### config.mk
export PLATFORM = sky130hd
export DESIGN_NAME = can_tx_frame_serializer_flat
export DESIGN_NICKNAME = d
export VERILOG_FILES = /design/src/rtl/can_tx_frame_serializer_if.sv /design/src/rtl/can_tx_frame_serializer.sv /design/src/flat_wrapper.sv
export SDC_FILE = /design/constraint.sdc
export NUM_CORES = 1
export LEC_CHECK = 0
export CORE_ASPECT_RATIO = 0.7
export CORE_MARGIN = 2
export CORE_UTILIZATION = 53
export CTS_CLUSTER_SIZE = 40
export DETAILED_ROUTE_END_ITERATION = 16
export PLACE_DENSITY = 0.81
export SETUP_SLACK_MARGIN = 0.15
export SYNTH_ARGS = -nofsm -noshare
export SYNTH_HDL_FRONTEND = slang
export SYNTH_SLANG_ARGS = --single-unit
export TNS_END_PERCENT = 30
### constraint.sdc
create_clock -name clk -period 3.4 [get_ports clk]
set_input_delay 0.68 -clock clk [delete_from_list [all_inputs] [get_ports clk]]
set_output_delay 0.68 -clock clk [all_outputs]
set_load 0.1 [all_outputs]
### src/rtl/can_tx_frame_serializer_if.sv
// Bundle for the CAN TX serializer: frame request, CRC engine link and serial output.
// The master side submits frames and supplies the CRC; the slave side is the serializer.
interface can_tx_frame_serializer_if;
    // Frame request. start is a request that the serializer takes only while busy=0.
    // id/rtr/dlc/data are captured on that same edge.
    logic        start;
    logic [10:0] id;
    logic        rtr;
    logic [3:0]  dlc;
    logic [63:0] data;
    logic        busy;
    logic        done;

    // CRC-15 engine link
    logic [14:0] crc;
    logic        crc_din;
    logic        crc_en;

    // Serial stream to the bit stuffer (no backpressure)
    logic        bit_out;
    logic        bit_valid;
    logic [2:0]  field;

    modport master (
        output start, id, rtr, dlc, data, crc,
        input  busy, done, crc_din, crc_en, bit_out, bit_valid, field
    );

    modport slave (
        input  start, id, rtr, dlc, data, crc,
        output busy, done, crc_din, crc_en, bit_out, bit_valid, field
    );
endinterface

### src/rtl/can_tx_frame_serializer.sv
// Serializes one CAN 2.0A standard data/remote frame, one unstuffed bit per clock,
// driving the CRC-15 engine over the covered bits and appending CRC and delimiter.
module can_tx_frame_serializer #(
    parameter int unsigned DLC_MAX = 8
) (
    input  logic                          clk,
    input  logic                          rst_n,
    can_tx_frame_serializer_if.slave      bus
);

    // State encoding doubles as the field code, so field is the FSM state itself.
    typedef enum logic [2:0] {
        S_IDLE  = 3'd0,
        S_ARB   = 3'd1,
        S_CTRL  = 3'd2,
        S_DATA  = 3'd3,
        S_CAP   = 3'd4,
        S_CRC   = 3'd5,
        S_DELIM = 3'd6
    } state_t;

    localparam logic [3:0] DLC_CAP   = (DLC_MAX > 8) ? 4'd8 : 4'(DLC_MAX);
    localparam logic [6:0] ARB_LAST  = 7'd12;
    localparam logic [6:0] CTRL_LAST = 7'd18;
    localparam logic [3:0] CRC_LAST  = 4'd14;

    state_t      state_q;
    state_t      state_d;
    logic [6:0]  cnt_q;
    logic [6:0]  cnt_d;
    logic [3:0]  crc_cnt_q;
    logic [3:0]  crc_cnt_d;
    logic        done_q;
    logic        done_d;

    // Covered bits held MSB-first: SOF, id, rtr, IDE, r0, dlc, data.
    logic [82:0] frame_q;
    logic [6:0]  last_q;
    logic [14:0] crc_sr_q;

    logic [3:0]  n_bytes;
    logic [6:0]  last_d;
    logic        accept;
    logic        cov_bit;

    assign accept = (state_q == S_IDLE) && bus.start;

    always_comb begin
        n_bytes = 4'd0;
        if (!bus.rtr) begin
            n_bytes = (bus.dlc > DLC_CAP) ? DLC_CAP : bus.dlc;
        end
        last_d = CTRL_LAST + {n_bytes, 3'b000};
    end

    // State register and datapath registers
    always_ff @(posedge clk) begin
        if (!rst_n) begin
            state_q   <= S_IDLE;
            cnt_q     <= 7'd0;
            crc_cnt_q <= 4'd0;
            done_q    <= 1'b0;
            frame_q   <= '0;
            last_q    <= 7'd0;
            crc_sr_q  <= '0;
        end else begin
            state_q   <= state_d;
            cnt_q     <= cnt_d;
            crc_cnt_q <= crc_cnt_d;
            done_q    <= done_d;
            if (accept) begin
                frame_q <= {1'b0, bus.id, bus.rtr, 2'b00, bus.dlc, bus.data};
                last_q  <= last_d;
            end
            // The engine still holds the final CRC during the capture cycle.
            if (state_q == S_CAP) begin
                crc_sr_q <= bus.crc;
            end else if (state_q == S_CRC) begin
                crc_sr_q <= {crc_sr_q[13:0], 1'b0};
            end
        end
    end

    // Next-state logic
    always_comb begin
        state_d   = state_q;
        cnt_d     = cnt_q;
        crc_cnt_d = crc_cnt_q;
        done_d    = 1'b0;
        case (state_q)
            S_IDLE: begin
                if (bus.start) begin
                    state_d = S_ARB;
                    cnt_d   = 7'd0;
                end
            end
            S_ARB: begin
                cnt_d = cnt_q + 7'd1;
                if (cnt_q == ARB_LAST) state_d = S_CTRL;
            end
            S_CTRL: begin
                cnt_d = cnt_q + 7'd1;
                if (cnt_q == CTRL_LAST) begin
                    state_d = (last_q == CTRL_LAST) ? S_CAP : S_DATA;
                end
            end
            S_DATA: begin
                cnt_d = cnt_q + 7'd1;
                if (cnt_q == last_q) state_d = S_CAP;
            end
            S_CAP: begin
                state_d   = S_CRC;
                crc_cnt_d = 4'd0;
            end
            S_CRC: begin
                crc_cnt_d = crc_cnt_q + 4'd1;
                if (crc_cnt_q == CRC_LAST) state_d = S_DELIM;
            end
            S_DELIM: begin
                state_d = S_IDLE;
                done_d  = 1'b1;
            end
            default: begin
                state_d = S_IDLE;
            end
        endcase
    end

    always_comb begin
        cov_bit = 1'b1;
        if (cnt_q <= 7'd82) begin
            cov_bit = frame_q[7'd82 - cnt_q];
        end
    end

    // Output logic; crc_en must not drop between covered bits or the engine reseeds.
    always_comb begin
        bus.bit_out   = 1'b1;
        bus.bit_valid = 1'b0;
        bus.crc_en    = 1'b0;
        bus.crc_din   = 1'b0;
        bus.field     = state_q;
        bus.busy      = (state_q != S_IDLE);
        bus.done      = done_q;
        case (state_q)
            S_ARB, S_CTRL, S_DATA: begin
                bus.bit_out   = cov_bit;
                bus.bit_valid = 1'b1;
                bus.crc_en    = 1'b1;
                bus.crc_din   = cov_bit;
            end
            S_CRC: begin
                bus.bit_out   = crc_sr_q[14];
                bus.bit_valid = 1'b1;
            end
            S_DELIM: begin
                bus.bit_valid = 1'b1;
            end
            default: begin
            end
        endcase
    end

endmodule

### src/flat_wrapper.sv
// flat-port wrapper written by rule: the top's interface ports become plain ports
module can_tx_frame_serializer_flat 
#(
    parameter int unsigned DLC_MAX = 8
)
  (clk, rst_n, bus_start, bus_id, bus_rtr, bus_dlc, bus_data, bus_crc, bus_busy, bus_done, bus_crc_din, bus_crc_en, bus_bit_out, bus_bit_valid, bus_field);
  can_tx_frame_serializer_if bus_i ();
  input  logic clk;
  input  logic rst_n;
  input wire logic [$bits(bus_i.start)-1:0] bus_start;
  input wire logic [$bits(bus_i.id)-1:0] bus_id;
  input wire logic [$bits(bus_i.rtr)-1:0] bus_rtr;
  input wire logic [$bits(bus_i.dlc)-1:0] bus_dlc;
  input wire logic [$bits(bus_i.data)-1:0] bus_data;
  input wire logic [$bits(bus_i.crc)-1:0] bus_crc;
  output wire logic [$bits(bus_i.busy)-1:0] bus_busy;
  output wire logic [$bits(bus_i.done)-1:0] bus_done;
  output wire logic [$bits(bus_i.crc_din)-1:0] bus_crc_din;
  output wire logic [$bits(bus_i.crc_en)-1:0] bus_crc_en;
  output wire logic [$bits(bus_i.bit_out)-1:0] bus_bit_out;
  output wire logic [$bits(bus_i.bit_valid)-1:0] bus_bit_valid;
  output wire logic [$bits(bus_i.field)-1:0] bus_field;
  assign bus_i.start = bus_start;
  assign bus_i.id = bus_id;
  assign bus_i.rtr = bus_rtr;
  assign bus_i.dlc = bus_dlc;
  assign bus_i.data = bus_data;
  assign bus_i.crc = bus_crc;
  assign bus_busy = bus_i.busy;
  assign bus_done = bus_i.done;
  assign bus_crc_din = bus_i.crc_din;
  assign bus_crc_en = bus_i.crc_en;
  assign bus_bit_out = bus_i.bit_out;
  assign bus_bit_valid = bus_i.bit_valid;
  assign bus_field = bus_i.field;
  can_tx_frame_serializer #(.DLC_MAX(DLC_MAX)) u_core (.clk(clk), .rst_n(rst_n), .bus(bus_i));
endmodule
==> results_tabular.tex, run 1 <==
\begin{tabular}{lr}
\hline
Metric & Value \\
\hline
\multicolumn{2}{l}{\textbf{CTS}} \\
\quad CTS H-tree depth & 4 \\
\quad Clock sinks & 115 \\
\quad Clock tree buffer depth & 2 \\
\quad Clock tree from TritonCTS & done \\
\quad Clock buffer count from CTS & 17 \\
\quad Worst-skew pair later-pin latency & 0.41 ns \\
\quad Clock root buffer & sky130\_fd\_sc\_hd\_\_clkbuf\_16 \\
\quad Clock transition at the registers of the reported paths & 0.05 ns \\
\multicolumn{2}{l}{\textbf{Global route}} \\
\quad Tot GR Track Use & 0.262 \\
\quad Number of antenna violations at the first check in global routing & 0 \\
\quad Met3 Track Usage GR & 0.0660 \\
\quad Maximum number of pins on one net before global-route repair & 64 \\
\quad Top Usage Layer GRT & met2 \\
\quad Vias in the first global route & 4863 \\
\quad GR met1 Demand/Resource & 0.345 \\
\quad GRT Residual Overflow & 0 \\
\quad Grt met2 use & 0.409 \\
\quad Wire length of the first global-routing pass & about 24000 µm \\
\multicolumn{2}{l}{\textbf{STA}} \\
\quad Max Transition Viols Final & 0 \\
\quad Shortest clock period the worst path allows after layout & between 3 and 4 ns \\
\quad Final cycle utilization of the critical path & 1.03 \\
\quad Worst clock skew & 0.00573 ns \\
\quad Smallest hold slack & between 0.4 and 0.5 ns \\
\quad Hold Violations, Final & 0 \\
\quad Slack of the critical path & -0.0987 ns \\
\quad Number of setup violations in the final report & 2 \\
\quad FMAX & 286 MHz \\
\quad Relative slew slack & 0.356 \\
\quad Unrepaired setup endpoints after global routing & true \\
\quad Worst Tran Pin Value & 0.964 ns \\
\quad Accumulated negative setup slack & -0.182 ns \\
\multicolumn{2}{l}{\textbf{Synthesis}} \\
\quad Largest family of logic cells by synthesized area & compound AO/OA/AOI/OAI gates \\
\quad Post-synthesis share of cell area spent on xor and xnor gates & 0.0225 \\
\quad Post-synth design cell area & 0.00573 mm² \\
\quad Biggest area consumer among synthesized cells & sky130\_fd\_sc\_hd\_\_dfxtp\_1 \\
\quad Mux contribution to synthesized area & 0.128 \\
\quad Complex-gate fraction of the synthesized area & 0.196 \\
\quad Ranking of synthesized cells by area & sky130\_fd\_sc\_hd\_\_dfxtp\_1 40\%, sky130\_fd\_sc\_hd\_\_nand2\_1 13\%, sky130\_fd\_sc\_hd\_\_a21boi\_1 11\% \\
\quad Post-synth net total & 753 \\
\quad Unique cell type count in the Yosys netlist & 54 \\
\quad Synth warnings & 0 \\
\quad Simple-gate portion of the synthesized area & 0.190 \\
\quad Main flop type after synthesis & sky130\_fd\_sc\_hd\_\_dfxtp\_1 \\
\quad Part of the Yosys area used for sequential elements & 0.402 \\
\quad Synth top area share & 0.402 \\
\quad FFs w/ async S/R, synth & 0 \\
\quad Share of synthesized cell area in full adder, half adder and majority cells & 0.0131 \\
\quad Seq cells post-synth & 115 \\
\quad Synthesized netlist cell count & 649 \\
\quad Count of flip-flops with a built-in enable after synthesis & 0 \\
\quad Average size of a mapped cell & 8.83 µm² \\
\multicolumn{2}{l}{\textbf{Placement}} \\
\quad Dpl hpwl & 9560 µm \\
\quad Post-DP Area & 0.00686 mm² \\
\quad Count of buffers from port buffering & between 100 and 150 \\
\quad Global placement routability congestion & 0.808 \\
\quad Placed cell count & 844 \\
\multicolumn{2}{l}{\textbf{Drt}} \\
\quad Total detailed-routing wirelength & 14700 µm \\
\quad Drt first pass iters & 5 \\
\quad Number of vias in the routed layout & 5098 \\
\quad Antenna-violating nets left & 0 \\
\quad Via-to-Cell Ratio & 5.77 \\
\quad Number of DRC markers after the initial detailed-route iteration & 533 \\
\quad Routed wire per std cell & 16.6 µm \\
\quad Remaining DRCs & 0 \\
\multicolumn{2}{l}{\textbf{Cells and area}} \\
\quad Fin cells & 884 \\
\quad Area growth from synthesis to final layout & 31.6\% \\
\quad Fraction of final layout cells with drive strength greater than 1 & 0.122 \\
\quad Final core occ & 0.723 \\
\quad Antenna diode instance count & 0 \\
\quad NumNets Final & around 840 \\
\quad Cell area after layout & between 0.007 and 0.008 mm² \\
\multicolumn{2}{l}{\textbf{Status}} \\
\quad Status & complete, but fails checks \\
\quad Failing checks & setup timing \\
\multicolumn{2}{l}{\textbf{Floorplan}} \\
\quad Number of cell rows & 31 \\
\quad Starting density of the core & 0.549 \\
\quad Die area & 0.0117 mm² \\
\quad Die height & 91.0 µm \\
\quad Top-level I/O count & 107 \\
\quad Area of the core region & 0.0104 mm² \\
\quad Die Span X & approximately 130 µm \\
\multicolumn{2}{l}{\textbf{Critical path}} \\
\quad Delay of the slowest cell on the worst path & roughly 0.5 ns \\
\quad Library cell contributing the largest single delay on the critical path & sky130\_fd\_sc\_hd\_\_mux4\_2 \\
\quad Critical Path AT & 2.82 ns \\
\quad Category of the worst setup path capture point & primary output \\
\quad Startpoint of the worst-slack reg-to-reg timing path & u\_core.bus.field[0] \\
\quad Worst Setup SP & u\_core.cnt\_q[0] \\
\quad Maximum fanout encountered on the critical timing path & 6 \\
\quad Type of the worst setup path & flop to primary output \\
\quad Cells along the critical path & inv\_8 -> ha\_4 -> buf\_6 -> mux4\_2 -> mux2\_2 -> mux2i\_1 -> a211o\_1 -> nand4\_1 -> buf\_12 \\
\quad Critical path required time & 2.72 ns \\
\quad Crit path launch type & flop \\
\multicolumn{2}{l}{\textbf{Power}} \\
\quad Static leakage power & 0.00305 µW \\
\quad Power per cell area & 677 mW/mm² \\
\quad Maximum ir drop on the vdd rail & 0.390 mV \\
\multicolumn{2}{l}{\textbf{Job}} \\
\quad Max-cap check violation count & 0 \\
\multicolumn{2}{l}{\textbf{Worst hold path}} \\
\quad Min-Delay Startpoint & u\_core.frame\_q[75] \\
\quad Class of the worst hold path & flop to flop \\
\hline
\end{tabular}
per-stage QoR:
step,power (µW),setup slack (ns)
after global placement,3150,0.212
after global routing,5340,-0.183
after CTS,5110,-0.0862
after floorplan,2800,-0.379
final,5110,-0.0987
after detailed placement,3190,0.153
logic make-up after synthesis:
family,count (synthesis)
flops,115
compound gates,150
xor+xnor,13
mux,44
fa+ha+maj,6
buf+inv,64
simple gates,257
what timing repair did:
item / in CTS / in global routing
cloned: 0 / 0
pin swaps: 4 / 2
resized for setup: 10 / 3
buffers inserted: 9 / 0
hold buffers: 0 / 0
setup endpoints to repair: 2 / 2
per-layer routing:
metal,wire length [µm],part of all wire,vias up
met2,6770,0.46,223
met3,1020,0.069,40
met4,435,0.030,0
met5,0,0,-
li1,-,-,2423
met1,6460,0.44,2412
placed cells by master, fill, tap and decap left out, types with 4 or more instances in the layout:
cell                                n
sky130_fd_sc_hd__mux2i_1           20
sky130_fd_sc_hd__and2_1             8
sky130_fd_sc_hd__a21oi_1           11
sky130_fd_sc_hd__ha_1               4
sky130_fd_sc_hd__o21ai_1            8
sky130_fd_sc_hd__bufinv_16          4
sky130_fd_sc_hd__nor3_1             5
sky130_fd_sc_hd__xnor2_1            7
sky130_fd_sc_hd__nand3_1            9
sky130_fd_sc_hd__inv_1              6
sky130_fd_sc_hd__nor2b_1            6
sky130_fd_sc_hd__mux4_2            14
sky130_fd_sc_hd__clkdlybuf4s50_1   97
sky130_fd_sc_hd__dfxtp_1          111
sky130_fd_sc_hd__a21boi_1          87
sky130_fd_sc_hd__buf_4             23
sky130_fd_sc_hd__mux4_1             6
sky130_fd_sc_hd__o21ai_0            5
sky130_fd_sc_hd__nor2_1            10
sky130_fd_sc_hd__xor2_1             4
sky130_fd_sc_hd__o211a_1           16
sky130_fd_sc_hd__clkinv_2           5
sky130_fd_sc_hd__buf_12             4
sky130_fd_sc_hd__nand2_1          196
sky130_fd_sc_hd__clkbuf_16         17
final cells by class:
class	instances	area [µm²]
Multi-Input combinational cell	470	3160
Fill cell	746	2890
Sequential cell	115	2310
Timing Repair Buffer	128	1260
Clock buffer	20	447
Tap cell	132	165
Clock inverter	11	160
Inverter	8	40.0
final timing paths:
check,end,slack (ns),cells after the start
setup reg to reg,u_core.frame_q[45],1.10,6
setup / recovery,bus_bit_out,-0.1,9
hold reg to reg,u_core.frame_q[75],0.45,2
hold / removal,u_core.frame_q[75],0.45,2
Yosys cell counts, types with 9 or more instances:
| cell type | instances |
|---|---|
| sky130_fd_sc_hd__clkbuf_1 | 33 |
| sky130_fd_sc_hd__nand2_1 | 197 |
| sky130_fd_sc_hd__nand3_1 | 9 |
| sky130_fd_sc_hd__mux4_1 | 10 |
| sky130_fd_sc_hd__a21oi_1 | 11 |
| sky130_fd_sc_hd__nor2_1 | 10 |
| sky130_fd_sc_hd__and2_1 | 9 |
| sky130_fd_sc_hd__dfxtp_1 | 115 |
| sky130_fd_sc_hd__mux2i_1 | 20 |
| sky130_fd_sc_hd__mux4_2 | 10 |
| sky130_fd_sc_hd__o211a_1 | 16 |
| sky130_fd_sc_hd__buf_2 | 14 |
| sky130_fd_sc_hd__a21boi_1 | 87 |
worst max-delay path, delay by kind of cell, from the launching register on:
kind | cells | cell delay (ns)
muxes | 3 | 0.95
and+or+nand+nor | 1 | 0.18
DFF | 1 | 0.37
AOI/OAI and AO/OA | 1 | 0.19
adders and majority gates | 1 | 0.32
buffers and inverters | 3 | 0.40
where the power goes:
part	leakage, µW	internal [µW]	total [µW]	switching, µW
clock	0.000295	1230	1840	612
combinational	0.00182	670	1620	951
sequential	0.000943	1530	1650	117
total	0.00305	3430	5110	1680
flip-flops by register name (all words and copies together), names as in the netlist:
signal,flops
u_core.bus.done,1
u_core.last_q,5
u_core.crc_sr_q,15
u_core.crc_cnt_q,4
u_core.frame_q,80
u_core.cnt_q,7
u_core.bus.field,3
Power figures use the tool's default switching activity.
==> run 2: changes to the inputs <==
PLACE_DENSITY = 0.87   (was 0.81)
SETUP_SLACK_MARGIN = default   (was 0.15)
==> results_tabular.tex, run 2 (synthesis gave the netlist of run 1 again) <==
\begin{tabular}{lr}
\hline
Metric & Value \\
\hline
\multicolumn{2}{l}{\textbf{Status}} \\
\quad Status & complete, but fails checks (unchanged) \\
\quad Failing checks & setup timing (unchanged) \\
\multicolumn{2}{l}{\textbf{Cells and area}} \\
\quad Max reg flops & 80 (unchanged) \\
\quad Fraction of final layout cells with drive strength greater than 1 & 0.126 (was 0.122) \\
\quad Register name with the most flops & u\_core.frame\_q (unchanged) \\
\quad NumNets Final & 847 (was 844) \\
\quad Cell area after layout & 0.00756 mm² (was 0.00754 mm²) \\
\quad Antenna diode instance count & 0 (unchanged) \\
\quad Most frequent standard cell in the layout excluding fill and tap cells & sky130\_fd\_sc\_hd\_\_nand2\_1 (unchanged) \\
\quad Commonest non-fill, non-tap cells in the layout & 196 x sky130\_fd\_sc\_hd\_\_nand2\_1, 111 x sky130\_fd\_sc\_hd\_\_dfxtp\_1, 97 x sky130\_fd\_sc\_hd\_\_clkdlybuf4s50\_1 (unchanged) \\
\quad Final core occ & 0.725 (was 0.723) \\
\quad Fin cells & 887 (was 884) \\
\quad Area growth from synthesis to final layout & 32.0\% (was 31.6\%) \\
\quad Largest registers & u\_core.frame\_q: 80 flops, u\_core.crc\_sr\_q: 15 flops, u\_core.cnt\_q: 7 flops (unchanged) \\
\multicolumn{2}{l}{\textbf{Drt}} \\
\quad Routed wire per std cell & 16.6 µm (about the same) \\
\quad Drt first pass iters & 6 (was 5) \\
\quad Number of DRC markers after the initial detailed-route iteration & 453 (was 533) \\
\quad Via-to-Cell Ratio & 5.76 (was 5.77) \\
\quad Number of vias in the routed layout & 5109 (was 5098) \\
\quad Remaining DRCs & 0 (unchanged) \\
\quad Antenna-violating nets left & 0 (unchanged) \\
\quad Total detailed-routing wirelength & 14700 µm (about the same) \\
\multicolumn{2}{l}{\textbf{CTS}} \\
\quad Clock root buffer & sky130\_fd\_sc\_hd\_\_clkbuf\_16 (unchanged) \\
\quad CTS Hold Buffers Added & 0 (unchanged) \\
\quad Clock tree buffer depth & 2 (unchanged) \\
\quad CTS H-tree depth & 4 (unchanged) \\
\quad Clock tree from TritonCTS & done (unchanged) \\
\quad Clock sinks & 115 (unchanged) \\
\quad Clock transition at the registers of the reported paths & 0.05 ns (about the same) \\
\quad Clock buffer count from CTS & 17 (unchanged) \\
\quad Worst-skew pair later-pin latency & 0.41 ns (about the same) \\
\multicolumn{2}{l}{\textbf{Floorplan}} \\
\quad Die height & 91.0 µm (unchanged) \\
\quad Die Span X & 128 µm (unchanged) \\
\quad Top-level I/O count & 107 (unchanged) \\
\quad Area of the core region & 0.0104 mm² (unchanged) \\
\quad Die area & 0.0117 mm² (unchanged) \\
\quad Starting density of the core & 0.549 (unchanged) \\
\quad Number of cell rows & 31 (unchanged) \\
\multicolumn{2}{l}{\textbf{Critical path}} \\
\quad Critical Path AT & 2.81 ns (was 2.82 ns) \\
\quad Maximum fanout encountered on the critical timing path & 4 (was 6) \\
\quad Category of the worst setup path capture point & primary output (unchanged) \\
\quad Crit path launch type & flop (unchanged) \\
\quad Type of the worst setup path & flop to primary output (unchanged) \\
\quad Worst-case reg-to-reg path depth & 6 (unchanged) \\
\quad Critical path required time & 2.72 ns (about the same) \\
\multicolumn{2}{l}{\textbf{STA}} \\
\quad Worst Tran Pin Value & 0.977 ns (was 0.964 ns) \\
\quad FMAX & 286 MHz (about the same) \\
\quad Slack of the critical path & -0.0944 ns (was -0.0987 ns) \\
\quad Relative slew slack & 0.347 (was 0.356) \\
\quad Number of setup violations in the final report & 2 (unchanged) \\
\quad Final cycle utilization of the critical path & 1.03 (about the same) \\
\quad Worst clock skew & 0.0121 ns (was 0.00573 ns) \\
\quad Shortest clock period the worst path allows after layout & 3.49 ns (was 3.50 ns) \\
\quad Unrepaired setup endpoints after global routing & true (unchanged) \\
\quad Hold Violations, Final & 0 (unchanged) \\
\quad Max Transition Viols Final & 0 (unchanged) \\
\multicolumn{2}{l}{\textbf{Power}} \\
\quad Power per cell area & 667 mW/mm² (was 677 mW/mm²) \\
\quad Power Total & 5040 µW (was 5110 µW) \\
\quad Maximum ir drop on the vdd rail & 0.653 mV (was 0.390 mV) \\
\quad Static leakage power & 0.00305 µW (about the same) \\
\multicolumn{2}{l}{\textbf{Placement}} \\
\quad Dpl hpwl & 9740 µm (was 9560 µm) \\
\quad Global placement routability congestion & 0.872 (was 0.808) \\
\quad Post-DP Area & 0.00687 mm² (was 0.00686 mm²) \\
\quad Placed cell count & 846 (was 844) \\
\quad Count of buffers from port buffering & 106 (unchanged) \\
\multicolumn{2}{l}{\textbf{Global route}} \\
\quad Tot GR Track Use & 0.257 (was 0.262) \\
\quad Number of antenna violations at the first check in global routing & 0 (unchanged) \\
\quad GRT Residual Overflow & 0 (unchanged) \\
\quad Maximum number of pins on one net before global-route repair & 63 (was 64) \\
\quad Wire length of the first global-routing pass & 23900 µm (was 24000 µm) \\
\quad Vias in the first global route & 4912 (was 4863) \\
\multicolumn{2}{l}{\textbf{Job}} \\
\quad Max-cap check violation count & 0 (unchanged) \\
\multicolumn{2}{l}{\textbf{Worst hold path}} \\
\quad Worst Hold Depth & 2 (unchanged) \\
\quad Class of the worst hold path & flop to flop (unchanged) \\
\hline
\end{tabular}
## run 2: changes by cell type in the layout (fill, tap and decap cells not counted), sizes merged
| cell | before | now |
|---|---|---|
| clkinv | 5 | 3 |
| clkbuf | 20 | 22 |
| bufinv | 4 | 2 |
| clkinvlp | 2 | 4 |
| buf | 31 | 34 |
## run 2: worst paths after layout
kind	startpoint	to	slack, ns
max	u_core.cnt_q[0]	bus_bit_out	-0.09
min	u_core.frame_q[55]	u_core.frame_q[55]	0.45
max reg2reg	u_core.bus.field[0]	u_core.last_q[6]	1.19
min reg2reg	u_core.frame_q[55]	u_core.frame_q[55]	0.45
## run 2: timing repair
item | in CTS | in global routing
setup endpoints to repair | 2 | 2
resized for setup | 13 | 2
pin swaps | 6 | 2
buffers inserted | 9 | 1
## run 2: metrics by stage
step	TNS [ns]	setup slack (ns)	hold WS (ns)
final	-0.137	-0.0944	0.454
after global routing	-0.286	-0.166	0.473
after CTS	-0.162	-0.107	0.456
after detailed placement	0	0.186	0.446
after global placement	0	0.234	0.439
after floorplan	-0.628	-0.379	0.430
## run 2: layer usage
layer  part of all wire  wire, µm  global-route usage  up-vias
li1                   -         -                   -     2430
met1               0.44      6410               0.334     2396
met2               0.46      6820               0.418      239
met3              0.074      1080              0.0631       44
met4              0.027       394              0.0916        0
met5                  0         0                   0        -
## run 2: layout make-up
cell class / instances / area [µm²]
fill: 696 / 2870
clock buffer: 22 / 474
sequential: 115 / 2310
clock inverter: 9 / 105
multi-input combinational: 470 / 3190
inverter: 8 / 40.0
tap: 132 / 165
timing repair buffer: 131 / 1280
## run 2: where the power goes
part           switching, µW  leakage, µW  internal [µW]
Combinational            973      0.00183            693
Clock                    604     0.000274           1130
Sequential               118     0.000943           1530
## run 2: critical path: stages (launching register included)
cell	delay, ns
sky130_fd_sc_hd__dfxtp_4	0.38
sky130_fd_sc_hd__inv_8	0.04
sky130_fd_sc_hd__ha_4	0.28
sky130_fd_sc_hd__buf_12	0.12
sky130_fd_sc_hd__mux4_2	0.48
sky130_fd_sc_hd__mux4_2	0.51
sky130_fd_sc_hd__o211ai_2	0.19
sky130_fd_sc_hd__nand4_1	0.19
sky130_fd_sc_hd__buf_12	0.22
